===== config.mk =====
export PLATFORM = sky130hd
export DESIGN_NAME = mem_bus_initiator
export DESIGN_NICKNAME = d
export VERILOG_FILES = /design/src/rtl/mem_bus_initiator.sv
export SDC_FILE = /design/constraint.sdc
export NUM_CORES = 1
export LEC_CHECK = 0
export CAP_MARGIN = 0
export CORE_UTILIZATION = 35
export CTS_CLUSTER_SIZE = 24
export DETAILED_ROUTE_END_ITERATION = 10
export DONT_BUFFER_PORTS = 1
export HOLD_SLACK_MARGIN = 0.02
export SLEW_MARGIN = 30
export SYNTH_ARGS = -nofsm -noshare
export SYNTH_HDL_FRONTEND = slang
export SYNTH_SLANG_ARGS = --single-unit

===== constraint.sdc =====
create_clock -name clk -period 2 [get_ports clk]
set_input_delay 0.2 -clock clk [delete_from_list [all_inputs] [get_ports clk]]
set_output_delay 0.2 -clock clk [all_outputs]
set_load 0.01 [all_outputs]

===== src/rtl/mem_bus_initiator.sv =====
// mem_bus_initiator: second initiator on the picorv32-native memory bus.
// Accepts single/burst word read and write commands, streams write data in
// and read data out, and inserts a mandatory idle gap between transfers.
// Optional build macro MEM_BUS_INITIATOR_TIMEOUT_EN adds a bounded wait on
// mem_ready that aborts the burst with done+error; without it the bus waits
// indefinitely and error is tied low.

// Protocol checker: properties that must hold on the bus and stream ports.
module mem_bus_initiator_checker #(
  parameter int LEN_WIDTH      = 8,
  parameter int TIMEOUT_CYCLES = 255
) (
  input logic        clk,
  input logic        reset,
  input logic        cmd_ready,
  input logic        mem_valid,
  input logic        mem_ready,
  input logic [31:0] mem_addr,
  input logic [31:0] mem_wdata,
  input logic [3:0]  mem_wstrb,
  input logic        rd_data_valid,
  input logic        rd_data_ready,
  input logic [31:0] rd_data,
  input logic        done,
  input logic        error
);

  // Configuration sanity: a zero-length count or zero timeout is meaningless.
  a_cfg: assert property (@(posedge clk) (LEN_WIDTH > 0) && (TIMEOUT_CYCLES > 0));

  // A pending request keeps address, data and strobes unchanged.
  a_bus_stable: assert property (@(posedge clk) disable iff (reset)
    (mem_valid && !mem_ready) |=> ($stable(mem_addr) && $stable(mem_wdata) && $stable(mem_wstrb)));

  // Every completed transfer is followed by a cycle with mem_valid low.
  a_bus_gap: assert property (@(posedge clk) disable iff (reset)
    (mem_valid && mem_ready) |=> !mem_valid);

  // A stalled read word stays offered and unchanged.
  a_rd_hold: assert property (@(posedge clk) disable iff (reset)
    (rd_data_valid && !rd_data_ready) |=> (rd_data_valid && $stable(rd_data)));

  // While accepting commands nothing else is in flight.
  a_idle_quiet: assert property (@(posedge clk) disable iff (reset)
    cmd_ready |-> (!mem_valid && !rd_data_valid && !done));

  // error is only ever reported together with done.
  a_err_done: assert property (@(posedge clk) disable iff (reset)
    error |-> done);

  // A finished burst returns to accepting commands on the next cycle.
  a_done_idle: assert property (@(posedge clk) disable iff (reset)
    done |=> cmd_ready);

endmodule

module mem_bus_initiator #(
  parameter int LEN_WIDTH      = 8,
  parameter int TIMEOUT_CYCLES = 255
) (
  input  logic                 clk,
  input  logic                 reset,
  input  logic                 cmd_valid,
  output logic                 cmd_ready,
  input  logic                 cmd_write,
  input  logic [31:0]          cmd_addr,
  input  logic [LEN_WIDTH-1:0] cmd_len,
  input  logic [3:0]           cmd_wstrb,
  input  logic                 wr_data_valid,
  output logic                 wr_data_ready,
  input  logic [31:0]          wr_data,
  output logic                 rd_data_valid,
  input  logic                 rd_data_ready,
  output logic [31:0]          rd_data,
  output logic                 done,
  output logic                 error,
  output logic                 mem_valid,
  output logic                 mem_instr,
  output logic [31:0]          mem_addr,
  output logic [31:0]          mem_wdata,
  output logic [3:0]           mem_wstrb,
  input  logic                 mem_ready,
  input  logic [31:0]          mem_rdata
);

  typedef enum logic [2:0] {
    ST_IDLE  = 3'd0,
    ST_WDATA = 3'd1,
    ST_BUS   = 3'd2,
    ST_RESP  = 3'd3,
    ST_NEXT  = 3'd4
  } state_t;

  state_t               state_r;
  logic [31:0]          addr_r;
  logic [LEN_WIDTH-1:0] count_r;
  logic                 write_r;
  logic [3:0]           wstrb_r;
  logic [31:0]          wdata_r;
  logic [31:0]          rd_data_r;
  logic                 cmd_ready_r;
  logic                 wr_data_ready_r;
  logic                 rd_data_valid_r;
  logic                 done_r;
  logic                 mem_valid_r;
  logic                 timeout_s;
  logic                 last_word_s;

  assign last_word_s = (count_r == {LEN_WIDTH{1'b0}});

`ifdef MEM_BUS_INITIATOR_TIMEOUT_EN
  localparam int WAIT_RAW = $clog2(TIMEOUT_CYCLES + 1);
  localparam int WAIT_W   = (WAIT_RAW < 8) ? 8 : ((WAIT_RAW > 32) ? 32 : WAIT_RAW);
  localparam logic [WAIT_W-1:0] WAIT_LAST =
    WAIT_W'((TIMEOUT_CYCLES > 1) ? (TIMEOUT_CYCLES - 1) : 0);

  logic [WAIT_W-1:0] wait_cnt_r;
  logic              error_r;

  // Wait counter: zero outside BUS, counts BUS cycles without mem_ready.
  always_ff @(posedge clk) begin
    if (reset) begin
      wait_cnt_r <= {WAIT_W{1'b0}};
    end else if (state_r != ST_BUS) begin
      wait_cnt_r <= {WAIT_W{1'b0}};
    end else if (!mem_ready) begin
      wait_cnt_r <= wait_cnt_r + WAIT_W'(1);
    end else begin
      wait_cnt_r <= wait_cnt_r;
    end
  end

  // The final allowed waiting cycle without mem_ready aborts the burst.
  assign timeout_s = (state_r == ST_BUS) && !mem_ready && (wait_cnt_r == WAIT_LAST);

  // error pulses in the same cycle as the abort's done pulse.
  always_ff @(posedge clk) begin
    if (reset) begin
      error_r <= 1'b0;
    end else begin
      error_r <= timeout_s;
    end
  end

  assign error = error_r;
`else
  assign timeout_s = 1'b0;
  assign error     = 1'b0;
`endif

  // Burst sequencer: command accept, write data, bus transfer, read response, gap.
  always_ff @(posedge clk) begin
    if (reset) begin
      state_r         <= ST_IDLE;
      addr_r          <= 32'h0000_0000;
      count_r         <= {LEN_WIDTH{1'b0}};
      write_r         <= 1'b0;
      wstrb_r         <= 4'b0000;
      wdata_r         <= 32'h0000_0000;
      rd_data_r       <= 32'h0000_0000;
      cmd_ready_r     <= 1'b1;
      wr_data_ready_r <= 1'b0;
      rd_data_valid_r <= 1'b0;
      done_r          <= 1'b0;
      mem_valid_r     <= 1'b0;
    end else begin
      case (state_r)
        ST_IDLE: begin
          if (cmd_valid) begin
            addr_r      <= {cmd_addr[31:2], 2'b00};
            count_r     <= cmd_len;
            write_r     <= cmd_write;
            wstrb_r     <= cmd_write ? cmd_wstrb : 4'b0000;
            cmd_ready_r <= 1'b0;
            if (cmd_write) begin
              wr_data_ready_r <= 1'b1;
              state_r         <= ST_WDATA;
            end else begin
              mem_valid_r <= 1'b1;
              state_r     <= ST_BUS;
            end
          end else begin
            state_r <= ST_IDLE;
          end
        end

        ST_WDATA: begin
          if (wr_data_valid) begin
            wdata_r         <= wr_data;
            wr_data_ready_r <= 1'b0;
            mem_valid_r     <= 1'b1;
            state_r         <= ST_BUS;
          end else begin
            state_r <= ST_WDATA;
          end
        end

        ST_BUS: begin
          if (timeout_s) begin
            // Abort: drop the remaining words and finish through the gap cycle.
            mem_valid_r <= 1'b0;
            count_r     <= {LEN_WIDTH{1'b0}};
            done_r      <= 1'b1;
            state_r     <= ST_NEXT;
          end else if (mem_ready) begin
            mem_valid_r <= 1'b0;
            if (write_r) begin
              done_r  <= last_word_s;
              state_r <= ST_NEXT;
            end else begin
              rd_data_r       <= mem_rdata;
              rd_data_valid_r <= 1'b1;
              state_r         <= ST_RESP;
            end
          end else begin
            state_r <= ST_BUS;
          end
        end

        ST_RESP: begin
          if (rd_data_ready) begin
            rd_data_valid_r <= 1'b0;
            done_r          <= last_word_s;
            state_r         <= ST_NEXT;
          end else begin
            state_r <= ST_RESP;
          end
        end

        ST_NEXT: begin
          done_r <= 1'b0;
          if (last_word_s) begin
            cmd_ready_r <= 1'b1;
            state_r     <= ST_IDLE;
          end else begin
            count_r <= count_r - LEN_WIDTH'(1);
            addr_r  <= addr_r + 32'd4;
            if (write_r) begin
              wr_data_ready_r <= 1'b1;
              state_r         <= ST_WDATA;
            end else begin
              mem_valid_r <= 1'b1;
              state_r     <= ST_BUS;
            end
          end
        end

        default: begin
          state_r         <= ST_IDLE;
          cmd_ready_r     <= 1'b1;
          wr_data_ready_r <= 1'b0;
          rd_data_valid_r <= 1'b0;
          done_r          <= 1'b0;
          mem_valid_r     <= 1'b0;
        end
      endcase
    end
  end

  assign cmd_ready     = cmd_ready_r;
  assign wr_data_ready = wr_data_ready_r;
  assign rd_data_valid = rd_data_valid_r;
  assign rd_data       = rd_data_r;
  assign done          = done_r;
  assign mem_valid     = mem_valid_r;
  assign mem_instr     = 1'b0;
  assign mem_addr      = addr_r;
  assign mem_wdata     = wdata_r;
  assign mem_wstrb     = wstrb_r;

  mem_bus_initiator_checker #(
    .LEN_WIDTH      (LEN_WIDTH),
    .TIMEOUT_CYCLES (TIMEOUT_CYCLES)
  ) u_checker (
    .clk           (clk),
    .reset         (reset),
    .cmd_ready     (cmd_ready),
    .mem_valid     (mem_valid),
    .mem_ready     (mem_ready),
    .mem_addr      (mem_addr),
    .mem_wdata     (mem_wdata),
    .mem_wstrb     (mem_wstrb),
    .rd_data_valid (rd_data_valid),
    .rd_data_ready (rd_data_ready),
    .rd_data       (rd_data),
    .done          (done),
    .error         (error)
  );

endmodule


==> metrics, run 1 <==
Async S/R FF share, synth 0%; Placer Congestion approximately 0.87; Filler cells 1430; final worst setup slack 0.0886 ns; Die X ~130 µm; Worst setup startpoint count_r[0]$_SDFFE_PP0P_; Mapped Area ~5400 µm²; H-Tree Depth 4; syn avg cell area ~7.6 µm²; initial core utilization a little over a third; Post-Route WL approximately 16000 µm; Slew Viols, Final 0; Max Clk Rate approximately 520 MHz; Clock Skews about 0.006 ns; fin crit share between 90% and 100%; dpl ws 0.0528 ns; hold_buf cts 5; area grow syn2layout 23.5%; Cell Int Power 5.30 mW; HP Class input port to flop; vias per cell 5.71; core area 14800 µm²; Psw between 2 and 2.5 mW; vias in the first global route ~5.1k; Hold Fails Final Rpt ~110; Final HPWL DP between 10000 and 15000 µm; Reg2Reg Launch Point count_r[0]$_SDFFE_PP0P_; port bufs 0; Mapped Cells roughly 710; drt pass-1 iters 5; Arr. time, crit path 2.24 ns; Ys Warns 0; synth unique cells 57; Clk pwr share 39.4%; fin util 44.9%; Clock Tree Buf Depth 2; Die Height around 130 µm; sw frac a little under a third; Worst-path clk slew roughly 0.050 ns; die area 15800 µm²; CP required 2.33 ns; Avg WL per Cell between 15 and 20 µm; Comb power frac a little under a quarter; GRT Util Overall 20.1%; remaining global-route overflow 0; # nets final 856; Post-synth EDFFs 0; most frequent cells in the layout 169 x nand2_1, 112 x dfxtp_1, 106 x a21oi_1, 54 x buf_4, 35 x nor2_1; global-route wire length before repair about 25000 µm; min Tclk post-route 1.91 ns; hold path start reset; CTS tree built; sequential share of power between 30% and 40%; Max VDD drop 618 µV; site row count between 40 and 50; RSZ-0062 raised after global routing true; Root Buffer clkbuf_16; DRC viols 0; commonest non-fill, non-tap cell in the layout nand2_1; largest net degree at the start of global routing 132; share of post-route cells with drive strength above 1 between 15 and 20%; first-iteration detailed-routing DRC count about 480; WS Path Type flop to flop; Clk Latency, worst-skew pair approximately 0.41 ns; Seq cells post-synth 115; Pwr Density about 1200 nW/µm²; initial antenna violation count 2; total of max-cap violations 0; status complete, but fails checks; CP Launch Type flop; endpoints failing setup 0; register area share after synthesis between 40% and 50%; LEAKAGE about 2.3 nW; Setup crit end kind flop; Synth Flop Type dfxtp_1; final hold slack -0.133 ns; vias about 5.3k; DRT antenna net count 0; failing checks negative hold slack; CTS Sinks about 120; I/O pin total 222; Critical Path Fanout Max 10; CTS Buf Count 17
synthesized netlist by cell type (4+ instances only):
cell type,instances,area share [%]
nand2_1,169,12
dfxtp_1,115,43
a21oi_1,106,9.9
clkbuf_1,48,3.4
nor2_1,35,2.5
o21ai_0,30,2.8
nand3_1,20,1.9
a211oi_1,16,2.2
nand4_1,16,1.9
nor3_1,14,1.3
a31oi_1,11,1.3
inv_1,10,0.70
and3_1,9,1.1
nand2b_1,7,0.82
a21o_1,6,0.84
buf_2,6,0.56
nand4b_1,5,0.82
o22ai_1,5,0.58
o311ai_0,5,0.82
or3_1,5,0.58
a311oi_1,4,0.65
a41oi_1,4,0.65
and4_1,4,0.65
buf_4,4,0.56
nor4_1,4,0.47
routing by layer:
metal	vias to the layer above	wire (µm)	track usage, %
met5	-	13	0
met4	2	428	9.18
met3	40	1190	6.71
met2	204	7980	33.3
met1	2513	6770	23.4
li1	2583	-	-
flip-flops by register name (all words and copies together) (netlist names), 3 cells and up:
register	flops
mem_wstrb	4
mem_addr	30
state_r	3
rd_data	32
mem_wdata	32
count_r	8
final cells by class:
cell class              count  area [µm²]  share of cell area, %
diodes                      1        2.50                 0.0378
clock buffers              19         433                   6.54
clock inverters            13         161                   2.44
inverters                  10        37.5                  0.567
multi-input cells         526        2830                   42.7
flip-flops and latches    115        2310                   34.8
well taps                 184         230                   3.48
repair buffers             68         619                   9.36
critical path, cell delays in order, from the launching register on:
cell	delay, ns
dfxtp_1	0.32
inv_1	0.07
ha_1	0.22
and4_4	0.18
buf_4	0.14
nor3_4	0.29
buf_4	0.19
clkbuf_16	0.15
a21oi_1	0.06
a211oi_1	0.19
cell families after synthesis:
logic type / share of synthesized area [%]
adders and majority gates: 0.701
and+or+nand+nor: 26.6
other: 0.0700
DFF: 43.0
AOI/OAI and AO/OA: 23.7
muxes: 0.397
buffers and inverters: 5.56
power by group through the flow:
stage	clock network [mW]	registers, mW	logic, mW
final	3.05	2.89	1.79
after global routing	3.22	2.93	1.97
after CTS	3.11	2.88	1.64
after detailed placement	0	2.93	1.61
after global placement	0	2.92	1.56
after floorplan	0	2.98	1.01
stage by stage:
step / total power, mW / cells / cell area (µm²) / hold WS (ns) / TNS (ns)
floorplan: 3.99 / 712 / 5370 / 0.336 / 0
global placement: 4.48 / 894 / 5840 / 0.283 / 0
detailed placement: 4.54 / 894 / 5840 / 0.286 / 0
CTS: 7.63 / 931 / 6490 / -0.154 / 0
global route: 8.12 / 936 / 6620 / -0.168 / -0.0310
finish: 7.73 / 936 / 6620 / -0.133 / 0
path summary, 6_finish.rpt:
| check | cells past startpoint | to | slack [ns] |
|---|---|---|---|
| worst max-delay path | 9 | mem_addr[13]$_SDFFE_PP0P_ | 0.09 |
| worst min-delay path | 1 | mem_addr[15]$_SDFFE_PP0P_ | -0.13 |
| worst max register to register | 9 | mem_addr[13]$_SDFFE_PP0P_ | 0.09 |
| worst min register to register | 2 | count_r[3]$_SDFFE_PP0P_ | 0.50 |
repair_timing:
item,CTS,global route
resized for setup,0,20
endpoints found under the hold margin,113,109
setup buffers,0,2
setup endpoints to repair,0,13
(Power assumes the default switching activity.)
==> inputs of run 2 (changes only) <==
--- a/config.mk
+++ b/config.mk
@@ -6,7 +6,8 @@
 export NUM_CORES = 1
 export LEC_CHECK = 0
 export CAP_MARGIN = 0
-export CORE_UTILIZATION = 35
+export CORE_MARGIN = 1
+export CORE_UTILIZATION = 30
 export CTS_CLUSTER_SIZE = 24
 export DETAILED_ROUTE_END_ITERATION = 10
 export DONT_BUFFER_PORTS = 1
@@ -15,3 +16,4 @@
 export SYNTH_ARGS = -nofsm -noshare
 export SYNTH_HDL_FRONTEND = slang
 export SYNTH_SLANG_ARGS = --single-unit
+export TNS_END_PERCENT = 5
==> run 2 against run 1 <==
- the flow still finishes with violations (negative hold slack)
- via count fell by 2.5%
- global-route usage fell by 2.7 points
- combinational power fell by 4%
- routed wire length rose by 0.59%
- critical path type unchanged
- worst setup slack improved by 0.0078 ns
- cell count rose by 4.2%
- die area rose by 16%
- fmax rose by 0.41%
- non-clock buffer count fell by 3
- critical path depth fell by 3
- clock skew rose by 0.0016 ns
- sequential cell count did not move
==> metrics, run 2 (same netlist as run 1, synthesis figures left out) <==
vias 5206 (-2.5%); Clk Latency, worst-skew pair 0.41 ns (about the same); share of post-route cells with drive strength above 1 14.6% (-0.74 points); LEAKAGE 2.34 nW (-0.36%); RSZ-0062 raised after global routing true; CTS Buf Count 17 (unchanged); hold_buf cts 5 (unchanged); CTS Sinks 115 (unchanged); fin crit share 95.2% (-0.39 points); fin util 38.1% (-6.8 points); Cell Int Power 5.28 mW (-0.50%); sw frac 31.1% (-0.29 points); Psw 2.38 mW (-1.8%); Die X 136 µm (+7.9%); CTS tree built; Root Buffer clkbuf_16; final hold slack -0.138 ns (-0.00474 ns); Slew Viols, Final 0 (unchanged); area grow syn2layout 23.3%; HP Class input port to flop; CP Launch Type flop; Setup crit end kind flop; die area 18400 µm² (+16%); Arr. time, crit path 2.20 ns (-0.04 ns); vias per cell 5.34 (-6.4%); Max VDD drop 602 µV (-2.6%); H-Tree Depth 4 (unchanged); Worst-path clk slew 0.06 ns (about the same); I/O pin total 222 (unchanged); transition time of the tightest slew-check pin about 0.52 ns; Critical Path Fanout Max 14 (+4); Pwr Density 1160 nW/µm² (-0.75%); Max Clk Rate 525 MHz (+0.41%); Post-Route WL 16500 µm (+0.59%); DRC viols 0 (unchanged); first-iteration detailed-routing DRC count 312 (-35%); port bufs 0 (unchanged); non-filler cells, final 975 (+4.2%); CP required 2.29 ns (-0.04 ns); remaining global-route overflow 0 (unchanged); sequential share of power 37.6% (+0.2 points); reg2reg setup slack 0.1 ns (about the same); commonest non-fill, non-tap cell in the layout nand2_1; failing checks negative hold slack; core area 17400 µm² (+18%); most frequent cells in the layout 169 x nand2_1, 113 x dfxtp_1, 106 x a21oi_1, 53 x buf_4, 34 x nor2_1; vias in the first global route 4769 (-5.7%); Avg WL per Cell 16.9 µm (-3.4%); initial antenna violation count 3 (+1); Tot Pwr 7.66 mW (-0.91%); final worst setup slack 0.0964 ns (+0.00779 ns); Final HPWL DP 11200 µm (+0.52%); endpoints failing setup 0 (unchanged); # nets final 853 (-0.35%); Clock Skews 0.00769 ns (+0.00159 ns); GRT Util Overall 17.4% (-2.7 points); DRT antenna net count 0 (unchanged); dpl ws 0.0662 ns (+0.0135 ns); placed cells 936 (+4.7%); Die Height 136 µm (+7.9%); site row count 48 (+9.1%); drt pass-1 iters 5 (unchanged); Clk pwr share 40.0% (+0.6 points); Hold Fails Final Rpt 107 (-0.93%); WS Path Type flop to flop; Placer Congestion 0.829 (-4.8%); status complete, but fails checks; initial core utilization 30.9% (-5.4 points); Clock Tree Buf Depth 2 (unchanged); Comb power frac 22.4% (-0.8 points); Slew Limit Headroom between 60% and 70%; global-route wire length before repair 25000 µm (-0.88%); largest net degree at the start of global routing 132 (unchanged); min Tclk post-route 1.90 ns (-0.00779 ns); total of max-cap violations 0 (unchanged)
[run 2: cell types whose count changed in the layout (fill, tap and decap cells not counted), moves of 2 or more]
| cell | previous run | this run |
|---|---|---|
| clkinv_2 | 3 | 6 |
| clkinv_4 | 3 | 0 |
| o311ai_0 | 1 | 4 |
| o311ai_1 | 4 | 1 |
| clkbuf_16 | 19 | 17 |
| clkinvlp_4 | 4 | 2 |
[run 2: per-layer routing]
| layer | routed length [µm] | up-vias | GRT usage, % | share of wire (%) |
|---|---|---|---|---|
| met1 | 7140 | 2438 | 22.0 | 43 |
| met2 | 7670 | 184 | 26.5 | 47 |
| li1 | - | 2565 | - | - |
| met3 | 1440 | 17 | 6.96 | 8.7 |
| met5 | 17 | - | 0 | 0.10 |
| met4 | 198 | 2 | 6.43 | 1.2 |
[run 2: worst max-delay path, cell delays in order (launching register included)]
cell	delay, ns
dfxtp_2	0.34
buf_4	0.18
nor2_1	0.28
nand3_2	0.23
o21ai_0	0.13
nand2b_1	0.07
dlygate4sd3_1	0.55
[run 2: cell type report]
class                      count  area (µm²)
antenna                        2        5.00
fill                        1799       10800
timing repair buffer          65         571
clock inverter                11         135
sequential                   115        2300
tap                          225         282
multi-input combinational    526        2820
inverter                      10        37.5
clock buffer                  21         450
[run 2: metrics by stage]
stage / area (µm²) / setup TNS [ns]
after floorplan: 5370 / 0
after global placement: 5920 / 0
after detailed placement: 5920 / 0
after CTS: 6550 / 0
after global routing: 6600 / -0.0860
final: 6610 / 0
[run 2: what timing repair did]
item | in CTS | in global routing
setup buffers | 0 | 0
gates resized for setup | 0 | 13
hold endpoints to repair | 113 | 109
endpoints found under the setup margin | 0 | 17
[run 2: power by group through the flow]
| stage | combinational (mW) | sequential, mW | clock (mW) |
|---|---|---|---|
| floorplan | 1.01 | 2.98 | 0 |
| global placement | 1.64 | 2.92 | 0 |
| detailed placement | 1.65 | 2.92 | 0 |
| CTS | 1.68 | 2.88 | 3.13 |
| global route | 1.88 | 2.92 | 3.23 |
| finish | 1.71 | 2.88 | 3.06 |
[run 2: path summary, 6_finish.rpt]
path | endpoint | start | cells past startpoint
max | cmd_ready$_SDFFE_PP1P_ | state_r[0]$_SDFF_PP0_ | 6
min | mem_addr[14]$_SDFFE_PP0P_ | reset | 1
max reg2reg | cmd_ready$_SDFFE_PP1P_ | state_r[0]$_SDFF_PP0_ | 6
min reg2reg | mem_wdata[5]$_SDFFE_PP0P_ | mem_wdata[5]$_SDFFE_PP0P_ | 2
